--- src/rtl/nsl_multi_session_if.sv ---
// NSL multi-session model: scheduler and intruder choice inputs,
// agent states, partners, FIFO occupancy and monitor outputs.
interface nsl_multi_session_if #(
  parameter int N_INIT = 2,
  parameter int N_RESP = 2,
  parameter int AW     = 3,
  parameter int KW     = 2,
  parameter int NW     = 1
);
  logic [AW-1:0]        selectS;
  logic [AW-1:0]        selectO;
  logic                 intercept;
  logic                 coin;
  logic [KW-1:0]        knowledge;
  logic [1:0]           message;
  logic [AW-1:0]        n1;
  logic [AW-1:0]        n2;
  logic [AW-1:0]        agent;
  logic [2*N_INIT-1:0]  a_state;
  logic [2*N_RESP-1:0]  b_state;
  logic [AW*N_INIT-1:0] a_partner;
  logic [AW*N_RESP-1:0] b_partner;
  logic [NW:0]          net_count;
  logic                 auth_violation;
  logic                 secrecy_leak;

  modport master (
    output selectS, selectO, intercept, coin,
    output knowledge, message, n1, n2, agent,
    input  a_state, b_state, a_partner, b_partner,
    input  net_count, auth_violation, secrecy_leak
  );

  modport slave (
    input  selectS, selectO, intercept, coin,
    input  knowledge, message, n1, n2, agent,
    output a_state, b_state, a_partner, b_partner,
    output net_count, auth_violation, secrecy_leak
  );
endinterface

--- src/rtl/nsl_multi_session.sv ---
// NSL multi-session model: one agent acts per edge over a FIFO net.
// Ports: clock, reset_n (async low), bus (slave) with choices/outputs.
module nsl_multi_session #(
  parameter int N_INIT     = 2,
  parameter int N_RESP     = 2,
  parameter int N_INTR     = 1,
  parameter int AW         = 3,
  parameter int KNOW_DEPTH = 4,
  parameter int KW         = 2,
  parameter int NET_DEPTH  = 2,
  parameter int NW         = 1,
  parameter int LOWE_FIX   = 1
) (
  input  logic clock,
  input  logic reset_n,
  nsl_multi_session_if.slave bus
);
  localparam int NH = N_INIT + N_RESP;
  localparam int NA = NH + N_INTR;
  localparam int NV = 1 << AW;
  localparam int PW = (NW > 0) ? NW : 1;
  localparam int CW = NW + 1;

  typedef enum logic [1:0] {
    SLEEPING = 2'd0, WAITING = 2'd1, COMMITTED = 2'd2
  } st_e;

  typedef enum logic [1:0] {
    NONE = 2'd0, NONCE_ADDR = 2'd1,
    NONCE_NONCE_ADDR = 2'd2, NONCE = 2'd3
  } mt_e;

  typedef struct packed {
    logic [AW-1:0] src;
    logic [AW-1:0] dst;
    logic [AW-1:0] key;
    mt_e           typ;
    logic [AW-1:0] n1;
    logic [AW-1:0] n2;
    logic [AW-1:0] addr;
  } msg_t;

  st_e           a_st_q [N_INIT], a_st_d [N_INIT];
  logic [AW-1:0] a_pt_q [N_INIT], a_pt_d [N_INIT];
  st_e           b_st_q [N_RESP], b_st_d [N_RESP];
  logic [AW-1:0] b_pt_q [N_RESP], b_pt_d [N_RESP];
  msg_t          net_q  [NET_DEPTH];
  logic [PW-1:0] rd_q, wr_q;
  logic [CW-1:0] cnt_q;
  msg_t          mem_q  [N_INTR][KNOW_DEPTH];
  msg_t          mem_d  [N_INTR][KNOW_DEPTH];
  logic [KW-1:0] kp_q   [N_INTR], kp_d [N_INTR];
  logic [NV-1:0] know_q [N_INTR], know_d [N_INTR];
  logic          auth_q, auth_d, leak_q, leak_d;

  logic          pop, push, empty, full, from_intr;
  msg_t          pmsg, head;
  logic [AW-1:0] s, o;

  assign s         = bus.selectS;
  assign o         = bus.selectO;
  assign head      = net_q[rd_q];
  assign empty     = (cnt_q == '0);
  assign full      = (cnt_q == CW'(NET_DEPTH));
  assign from_intr = int'(head.src) >= NH && int'(head.src) < NA;

  function automatic logic [PW-1:0] nxt(input logic [PW-1:0] p);
    return (p == PW'(NET_DEPTH - 1)) ? '0 : p + PW'(1);
  endfunction

  always_comb begin
    a_st_d = a_st_q;
    a_pt_d = a_pt_q;
    b_st_d = b_st_q;
    b_pt_d = b_pt_q;
    mem_d  = mem_q;
    kp_d   = kp_q;
    know_d = know_q;
    pop    = 1'b0;
    push   = 1'b0;
    pmsg   = '0;
    for (int i = 0; i < N_INIT; i++) begin
      if (int'(s) == i) begin
        unique case (a_st_q[i])
          SLEEPING: begin
            if (int'(o) >= N_INIT && int'(o) < NA && !full) begin
              push = 1'b1;
              pmsg = '{src: AW'(i), dst: o, key: o,
                       typ: NONCE_ADDR, n1: AW'(i),
                       n2: AW'(i), addr: AW'(i)};
              a_st_d[i] = WAITING;
              a_pt_d[i] = o;
            end
          end
          WAITING: begin
            if (!empty && int'(head.dst) == i) begin
              pop = 1'b1;
              if (int'(head.key) == i &&
                  head.typ == NONCE_NONCE_ADDR &&
                  int'(head.n1) == i &&
                  (LOWE_FIX == 0 ||
                   head.addr == a_pt_q[i])) begin
                push = 1'b1;
                pmsg = '{src: AW'(i), dst: a_pt_q[i],
                         key: a_pt_q[i], typ: NONCE,
                         n1: head.n2, n2: '0,
                         addr: AW'(i)};
                a_st_d[i] = COMMITTED;
              end
            end
          end
          default: ;
        endcase
      end
    end
    for (int j = 0; j < N_RESP; j++) begin
      if (int'(s) == N_INIT + j && !empty &&
          head.dst == s) begin
        unique case (b_st_q[j])
          SLEEPING: begin
            pop = 1'b1;
            if (head.key == s && head.typ == NONCE_ADDR) begin
              push = 1'b1;
              pmsg = '{src: s, dst: head.n2, key: head.n2,
                       typ: NONCE_NONCE_ADDR, n1: head.n1,
                       n2: s,
                       addr: (LOWE_FIX != 0) ? s : '0};
              b_st_d[j] = WAITING;
              b_pt_d[j] = head.n2;
            end
          end
          WAITING: begin
            pop = 1'b1;
            if (head.key == s && head.typ == NONCE &&
                head.n1 == s)
              b_st_d[j] = COMMITTED;
          end
          default: ;
        endcase
      end
    end
    for (int k = 0; k < N_INTR; k++) begin
      if (int'(s) == NH + k) begin
        if (!empty && !from_intr) begin
          // Own-key traffic is decrypted; anything else is kept
          // verbatim in a ring for later replay.
          if (head.key == s) begin
            know_d[k][head.n1] = 1'b1;
            if (head.typ == NONCE_NONCE_ADDR)
              know_d[k][head.n2] = 1'b1;
          end else begin
            mem_d[k][kp_q[k]] = head;
            kp_d[k] = kp_q[k] + KW'(1);
          end
          pop = bus.intercept;
        end else if (!full && int'(o) < NH) begin
          if (bus.coin) begin
            if (mem_q[k][bus.knowledge].typ != NONE) begin
              push = 1'b1;
              pmsg = mem_q[k][bus.knowledge];
              pmsg.src = s;
              pmsg.dst = o;
            end
          end else if (int'(bus.n1) < NA &&
                       int'(bus.n2) < NA &&
                       int'(bus.agent) < NA &&
                       bus.message != 2'd0 &&
                       know_q[k][bus.n1] &&
                       know_q[k][bus.n2]) begin
            push = 1'b1;
            pmsg = '{src: s, dst: o, key: o,
                     typ: mt_e'(bus.message), n1: bus.n1,
                     n2: (bus.message == 2'd2) ?
                         bus.n2 : bus.agent,
                     addr: bus.agent};
          end
        end
      end
    end
  end

  always_comb begin
    auth_d = auth_q;
    leak_d = leak_q;
    for (int j = 0; j < N_RESP; j++) begin
      if (b_st_q[j] == COMMITTED &&
          int'(b_pt_q[j]) < N_INIT) begin
        for (int i = 0; i < N_INIT; i++) begin
          if (int'(b_pt_q[j]) == i &&
              !(int'(a_pt_q[i]) == N_INIT + j &&
                a_st_q[i] != SLEEPING))
            auth_d = 1'b1;
        end
        for (int k = 0; k < N_INTR; k++) begin
          if (know_q[k][N_INIT + j])
            leak_d = 1'b1;
        end
      end
    end
  end

  always_ff @(posedge clock or negedge reset_n) begin
    if (!reset_n) begin
      for (int i = 0; i < N_INIT; i++) begin
        a_st_q[i] <= SLEEPING;
        a_pt_q[i] <= '0;
      end
      for (int j = 0; j < N_RESP; j++) begin
        b_st_q[j] <= SLEEPING;
        b_pt_q[j] <= '0;
      end
      for (int e = 0; e < NET_DEPTH; e++)
        net_q[e] <= '0;
      rd_q  <= '0;
      wr_q  <= '0;
      cnt_q <= '0;
      for (int k = 0; k < N_INTR; k++) begin
        for (int e = 0; e < KNOW_DEPTH; e++)
          mem_q[k][e] <= '0;
        kp_q[k]           <= '0;
        know_q[k]         <= '0;
        know_q[k][NH + k] <= 1'b1;
      end
      auth_q <= 1'b0;
      leak_q <= 1'b0;
    end else begin
      a_st_q <= a_st_d;
      a_pt_q <= a_pt_d;
      b_st_q <= b_st_d;
      b_pt_q <= b_pt_d;
      mem_q  <= mem_d;
      kp_q   <= kp_d;
      know_q <= know_d;
      auth_q <= auth_d;
      leak_q <= leak_d;
      if (pop)
        rd_q <= nxt(rd_q);
      if (push) begin
        net_q[wr_q] <= pmsg;
        wr_q        <= nxt(wr_q);
      end
      cnt_q <= cnt_q + CW'(push) - CW'(pop);
    end
  end

  always_comb begin
    bus.a_state   = '0;
    bus.a_partner = '0;
    bus.b_state   = '0;
    bus.b_partner = '0;
    for (int i = 0; i < N_INIT; i++) begin
      bus.a_state[2*i +: 2]    = a_st_q[i];
      bus.a_partner[AW*i +: AW] = a_pt_q[i];
    end
    for (int j = 0; j < N_RESP; j++) begin
      bus.b_state[2*j +: 2]    = b_st_q[j];
      bus.b_partner[AW*j +: AW] = b_pt_q[j];
    end
  end

  assign bus.net_count      = cnt_q;
  assign bus.auth_violation = auth_q;
  assign bus.secrecy_leak   = leak_q;
endmodule

--- src/flat_wrapper.sv ---
// flat-port wrapper written by rule: the top's interface ports become plain ports
module nsl_multi_session_flat 
#(
  parameter int N_INIT     = 2,
  parameter int N_RESP     = 2,
  parameter int N_INTR     = 1,
  parameter int AW         = 3,
  parameter int KNOW_DEPTH = 4,
  parameter int KW         = 2,
  parameter int NET_DEPTH  = 2,
  parameter int NW         = 1,
  parameter int LOWE_FIX   = 1
)
  (clock, reset_n, bus_selectS, bus_selectO, bus_intercept, bus_coin, bus_knowledge, bus_message, bus_n1, bus_n2, bus_agent, bus_a_state, bus_b_state, bus_a_partner, bus_b_partner, bus_net_count, bus_auth_violation, bus_secrecy_leak);
  nsl_multi_session_if #(.N_INIT(N_INIT), .N_RESP(N_RESP), .AW(AW), .KW(KW), .NW(NW)) bus_i ();
  input  logic clock;
  input  logic reset_n;
  input wire logic [$bits(bus_i.selectS)-1:0] bus_selectS;
  input wire logic [$bits(bus_i.selectO)-1:0] bus_selectO;
  input wire logic [$bits(bus_i.intercept)-1:0] bus_intercept;
  input wire logic [$bits(bus_i.coin)-1:0] bus_coin;
  input wire logic [$bits(bus_i.knowledge)-1:0] bus_knowledge;
  input wire logic [$bits(bus_i.message)-1:0] bus_message;
  input wire logic [$bits(bus_i.n1)-1:0] bus_n1;
  input wire logic [$bits(bus_i.n2)-1:0] bus_n2;
  input wire logic [$bits(bus_i.agent)-1:0] bus_agent;
  output wire logic [$bits(bus_i.a_state)-1:0] bus_a_state;
  output wire logic [$bits(bus_i.b_state)-1:0] bus_b_state;
  output wire logic [$bits(bus_i.a_partner)-1:0] bus_a_partner;
  output wire logic [$bits(bus_i.b_partner)-1:0] bus_b_partner;
  output wire logic [$bits(bus_i.net_count)-1:0] bus_net_count;
  output wire logic [$bits(bus_i.auth_violation)-1:0] bus_auth_violation;
  output wire logic [$bits(bus_i.secrecy_leak)-1:0] bus_secrecy_leak;
  assign bus_i.selectS = bus_selectS;
  assign bus_i.selectO = bus_selectO;
  assign bus_i.intercept = bus_intercept;
  assign bus_i.coin = bus_coin;
  assign bus_i.knowledge = bus_knowledge;
  assign bus_i.message = bus_message;
  assign bus_i.n1 = bus_n1;
  assign bus_i.n2 = bus_n2;
  assign bus_i.agent = bus_agent;
  assign bus_a_state = bus_i.a_state;
  assign bus_b_state = bus_i.b_state;
  assign bus_a_partner = bus_i.a_partner;
  assign bus_b_partner = bus_i.b_partner;
  assign bus_net_count = bus_i.net_count;
  assign bus_auth_violation = bus_i.auth_violation;
  assign bus_secrecy_leak = bus_i.secrecy_leak;
  nsl_multi_session #(.N_INIT(N_INIT), .N_RESP(N_RESP), .N_INTR(N_INTR), .AW(AW), .KNOW_DEPTH(KNOW_DEPTH), .KW(KW), .NET_DEPTH(NET_DEPTH), .NW(NW), .LOWE_FIX(LOWE_FIX)) u_core (.clock(clock), .reset_n(reset_n), .bus(bus_i));
endmodule
--- config.mk ---
export PLATFORM = sky130hd
export DESIGN_NAME = nsl_multi_session_flat
export DESIGN_NICKNAME = d
export VERILOG_FILES = /design/src/rtl/nsl_multi_session_if.sv /design/src/rtl/nsl_multi_session.sv /design/src/flat_wrapper.sv
export SDC_FILE = /design/constraint.sdc
export NUM_CORES = 1
export LEC_CHECK = 0
export ABC_AREA = 1
export ABC_CLOCK_PERIOD_IN_PS = 4750
export CAP_MARGIN = 25
export CORE_MARGIN = 2
export CORE_UTILIZATION = 52
export DETAILED_ROUTE_END_ITERATION = 8
export GPL_TIMING_DRIVEN = 0
export PLACE_DENSITY = 0.72
export SLEW_MARGIN = 25
export SYNTH_ARGS = -nofsm -noshare
export SYNTH_HDL_FRONTEND = slang
export SYNTH_SLANG_ARGS = --single-unit
--- constraint.sdc ---
create_clock -name clock -period 4.75 [get_ports clock]
set_input_delay 0.95 -clock clock [delete_from_list [all_inputs] [get_ports clock]]
set_output_delay 0.95 -clock clock [all_outputs]
set_load 0.05 [all_outputs]
-- After elaboration in Yosys (flattened, before gate mapping)
Cells that the tools add are included.
- mux-type cells: 101
- $lt $le $gt $ge: 22
- bitwise operators: 7
- add/subtract/negate cells: 5
- equality and inequality tests: 39
- reduce and logical (&&, ||, !) cells: 77
- operators with widths (operator ; number):
    20-bit 2-to-1 mux ; 23
    80-bit bitwise mux ; 1
    20-bit case mux with 2 select lines ; 2
    1-bit 2-to-1 mux ; 48
    20-bit binary-select mux with 2-bit select ; 1
    40-bit bitwise mux ; 1
    20-bit demux with 2-bit select ; 1
    1-bit logical AND ; 39
    17-bit 2-to-1 mux ; 2
    14-bit 2-to-1 mux ; 2
    3-bit == test (second input constant) ; 7
    20-bit demux with 1-bit select ; 1
    2-bit by 1-bit != test with 1-bit output (second input constant) ; 10
    3-bit by 2-bit == test with 1-bit output (second input constant) ; 6
    3-bit zero test ; 6
    3-bit less-than comparator (second input constant) ; 6
    3-bit AND reduction ; 6
    3-bit by 4-bit less-than comparator with 1-bit output (second input constant) ; 4
    8-bit OR ; 2
    2-bit case mux with 2 select lines ; 4
    2-bit nonzero test ; 8
    3-bit == test ; 5
    2-bit 2-to-1 mux ; 7
    2-bit == test (second input constant) ; 6
    25 further kinds ; 53
- logic and storage cells: 308
- output and inout bits: 24
- register bits: 156

-- Depth between registers and ports, before layout
- depth in word-level cells: 29
- mapped depth: 19
- gate-level depth less buffers: 18

-- Least setup slack after synthesis
No wires, ideal clock.
- path kind: input port to flip-flop
- from: input port bus_selectS[2]
- to: register u_core.cnt_q[1] (netlist: u_core.bus.net_count[1])
- cell stages on the path: 16
- library setup time: 79 ps
- setup slack: 2105 ps
- data arrival time: 2566 ps
- buffers on the path: 0
- cell sequence: inv_1 -> nand3_1 -> nand2_1 -> nand2_1 -> nor2_2 -> inv_2 -> nor2_4 -> nor2_1 -> o31ai_1 -> nor3_1 -> nor2_1 -> ha_1 -> inv_1 -> ha_1 -> xnor2_1 -> xor2_1
- elaborated cells on any way between the ends: 42
- RTL lines (element ; line ; RTL):
    from (decl) ; flat_wrapper.sv:18 ; input wire logic [$bits(bus_i.selectS)-1:0] bus_selectS;
    3-bit zero test ; nsl_multi_session.sv:83 ; if (int'(s) == i) begin
    1-bit 2-to-1 mux ; nsl_multi_session.sv:83 ;
    1-bit 2-to-1 mux ; nsl_multi_session.sv:96 ; if (!empty && int'(head.dst) == i) begin
    1-bit 2-to-1 mux ; nsl_multi_session.sv:84 ; unique case (a_st_q[i])
    1-bit 2-to-1 mux ; nsl_multi_session.sv:83 ;
    1-bit 2-to-1 mux ; nsl_multi_session.sv:119 ; unique case (b_st_q[j])
    1-bit 2-to-1 mux ; nsl_multi_session.sv:117 ; if (int'(s) == N_INIT + j && !empty &&
    1-bit 2-to-1 mux ; nsl_multi_session.sv:119 ;
    1-bit 2-to-1 mux ; nsl_multi_session.sv:117 ;
    1-bit 2-to-1 mux ; nsl_multi_session.sv:144 ; if (!empty && !from_intr) begin
    1-bit 2-to-1 mux (*) ; nsl_multi_session.sv:143 ; if (int'(s) == NH + k) begin
    net u_core.pop ; nsl_multi_session.sv:56 ; logic pop, push, empty, full, from_intr;
    2-bit by 1-bit subtractor with 2-bit output (*) ; nsl_multi_session.sv:242 ; cnt_q <= cnt_q + CW'(push) - CW'(pop);
    to (signal assigned) ; nsl_multi_session.sv:242 ;
    to (decl) ; nsl_multi_session.sv:49 ; logic [CW-1:0] cnt_q;
Mark *: on every way through the listed nets, which the timed path passes. The rest lies on a longest branch.
A chain may end at the register's enable or synchronous reset.

-- Worst setup path after layout
Ends and elaborated chain as after synthesis.

==> results.md <==
- Outcome: finished, final reports clean
- Crit path max-delay family: simple AND/OR/NAND/NOR gates
- Gate count of the mapped netlist: 987
- Grt ovf: 0
- Yosys top cell area share: 0.441
- WL/cell: 17.7 µm
- Max stage delay on crit path: 580 ps
- Crit path depth: 15
- Area Overhead vs Synth: 17.8%
- CP Capture Type: register
- CP Capture Point: u_core.bus.net_count[1]
- Num CTS Buffers: 17
- Worst IR Drop VDD: roughly 0.43 mV
- Yosys reg bits: between 100 and 150
- Slew Viols, Final: 0
- Crit path max fanout: 6
- MaxCap Viol Count: 0
- Final setup violating endpoints: 0
- Min Hold Slack: ~400 ps
- Worst-path cell chain: clkdlybuf4s50_1 -> inv_1 -> nand3_1 -> nor2_1 -> nand3_1 -> nor2_2 -> nor2_1 -> o31ai_1 -> nor3_1 -> nor2_1 -> ha_1 -> inv_1 -> ha_1 -> xnor2_1 -> xor2_1
- First-pass GRT wire length: roughly 35000 µm
- Post-synthesis cell area: roughly 0.0073 mm²
- Antenna cell count: 0
- CP max-delay cell: clkdlybuf4s50_1
- Number of cells on the worst reg-to-reg path: 15
- F_max: roughly 0.29 GHz
- WP data required: 5090 ps
- Layout cells sized above 1: 0.0846
- Worst path bufs/invs: 3
- Place WS: around 940 ps
- Final net count: about 1100
- Unrepaired setup endpoints after global routing: no
- Routed Antenna Nets: 0
- Synth area leaders: dfrtp_1 44%, nand2_1 17%, o21ai_0 7.5%
- CTS resizes: 0
- Critical Path Source: bus_selectS[2]
- Arr. time, crit path: approximately 3800 ps
- Final WL: about 22000 µm
- Clock skew: 8.96 ps
- Clock root buffer: clkbuf_16
- Register-to-register setup slack: about 1900 ps
- Filler Cells Inserted: ~1300
- Minimum clock period: 3460 ps
- Reg2reg start: u_core.rd_q
- Hold-fix buffers, CTS: 0
- Num rows: 43
- RR Endpoint: u_core.bus.net_count[1]
- RePlAce Congestion: 0.954
- Post-synthesis sequential area ratio: 0.445
- Rel. slew slack: 0.295
- Most common cell on crit path: nor2_1
- Final worst-path cycle share: 0.728
- Largest net degree at the start of global routing: 92
- Post-DP HPWL: around 16000 µm
- Syn_nets: around 1000
- Clk sinks: about 130
- Drt drc: 0
- Leakage: approximately 0.0042 µW
- Initial antenna violation count: 0
- Pre-antenna DRT Iters: 6
- Post-synth ARST share: 1.00
- Worst slew pin tran: 1050 ps
- Number of port buffers: 45
- Fin util: 0.620
- Die ar.: 0.0149 mm²
- Final hold violation count: 0
- Yosys cell types: 47
- GRT Total Usage: 0.310
- Die height: between 100 and 150 µm
- Fin cells: 1244
- H-Tree Level Count: 4
- Starting Density: 0.527
- CTS tree: built
- EDFF count, synth: 0
- Top Ports: 47
- Tot Pwr: approximately 3800 µW
- Crit path kind: input port to register
- Synth Warn #: 0
- Core Footprint: 0.0138 mm²
- Post-CTS Setup Bufs: 0
- Syn avg cell area: 7.35 µm²
- Cells after DPL: roughly 1200
- Setup ws final: around 1300 ps
- Clock transition at path regs: about 60 ps
- Main synth FF type: dfrtp_1
- Die width: 122 µm
- Yosys top cell by area: dfrtp_1
- Max clock buf depth: 2
- Clk_lat worst skew: approximately 420 ps
- Pwr Density: approximately 450 mW/mm²
- Vias in the first global route: roughly 6600
- Via count: ~7000
- Drt via density: 5.61
- Hold Path Class: input port to async pin
- Iter 0 DRT Violations: 753
- Startpoint Class: input port
[Yosys cell counts, types with 5 or more instances]
cell type and instances:
nand2_1 337, dfrtp_1 128, o21ai_0 109, inv_1 102, nand3_1 64, nor2_1 59
a21oi_1 25, clkbuf_1 22, nand4_1 11, o21ai_1 11, nand2_2 10, o22ai_1 9
nand3_2 8, buf_6 7, nor3_1 7, ha_1 6, inv_2 6, xor2_1 6
nor2_4 5
[layer usage]
metal / track usage / wire length (µm) / vias up
li1: - / - / 3333
met2: 0.504 / 10300 / 272
met3: 0.0744 / 1680 / 70
met5: 0 / 0 / -
met4: 0.132 / 907 / 0
met1: 0.397 / 9080 / 3310
[cells in the final DEF, fill, tap and decap left out, types with 9 or more instances in the layout]
cell type / synthesis / routed
o21ai_1: 11 / 11
nand2_1: 337 / 337
o22ai_1: 9 / 9
clkdlybuf4s50_1: 0 / 44
a21oi_1: 25 / 25
inv_1: 102 / 102
clkbuf_1: 22 / 24
clkbuf_16: 0 / 17
dfrtp_1: 128 / 128
nand3_1: 64 / 64
o21ai_0: 109 / 109
nand4_1: 11 / 11
nor2_1: 59 / 59
nand2_2: 10 / 10
[how the worst min path moves through the flow]
stage,start,end,slack [ps],cells past startpoint
2_1_floorplan,u_core.net_q[4],u_core.net_q[4],440,2
3_3_place_gp,u_core.net_q[23],u_core.net_q[23],460,2
3_5_place_dp,u_core.net_q[23],u_core.net_q[23],460,2
4_1_cts,reset_n,u_core.kp_q[1],400,1
5_1_grt,reset_n,u_core.mem_q[9],410,1
6_report,reset_n,u_core.kp_q[1],400,1
[worst register-to-register path: cells and delay by family, from the launching register on]
kind	cells	cell delay, ps
xor+xnor	2	340
fa+ha+maj	1	230
buf+inv	3	430
flops	1	380
simple gates	9	1430
[state kept, by name, indices dropped and copies added (netlist names)]
signal / flops
u_core.bus.a_partner: 6
u_core.rd_q: 1
u_core.bus.a_state: 4
u_core.bus.auth_violation: 1
u_core.bus.secrecy_leak: 1
u_core.bus.b_partner: 6
u_core.bus.net_count: 2
u_core.kp_q: 2
u_core.net_q: 40
u_core.wr_q: 1
u_core.know_q: 5
u_core.mem_q: 56
u_core.bus.b_state: 4
[cells by family after synthesis]
| kind of cell | after synthesis | synth area share |
|---|---|---|
| simple gates | 514 | 0.303 |
| compound gates | 187 | 0.149 |
| buf+inv | 144 | 0.0841 |
| flops | 129 | 0.445 |
| xor+xnor | 7 | 0.00845 |
| fa+ha+maj | 6 | 0.0103 |
[stage by stage]
| stage | TNS (ps) | area (µm²) |
|---|---|---|
| 5_1_grt | 0 | 8550 |
| 3_3_place_gp | -309690 | 7930 |
| 4_1_cts | 0 | 8550 |
| 3_5_place_dp | 0 | 7970 |
| 2_1_floorplan | 0 | 7260 |
| 6_report | 0 | 8550 |
[power by group]
group,internal (µW),switching (µW),total (µW),leakage (µW)
registers,1300,120,1420,0.00164
logic,347,780,1130,0.00231
clock network,809,480,1290,0.000278
[layout make-up]
cell class | instances | area [µm²] | share of cell area
multi-input cells | 714 | 3420 | 0.400
flip-flops and latches | 129 | 3230 | 0.378
repair buffers | 46 | 483 | 0.0565
clock buffers | 22 | 474 | 0.0555
inverters | 109 | 412 | 0.0482
well taps | 180 | 225 | 0.0264
plain buffers | 35 | 199 | 0.0233
clock inverters | 9 | 106 | 0.0124
Power figures use the tool's default switching activity.
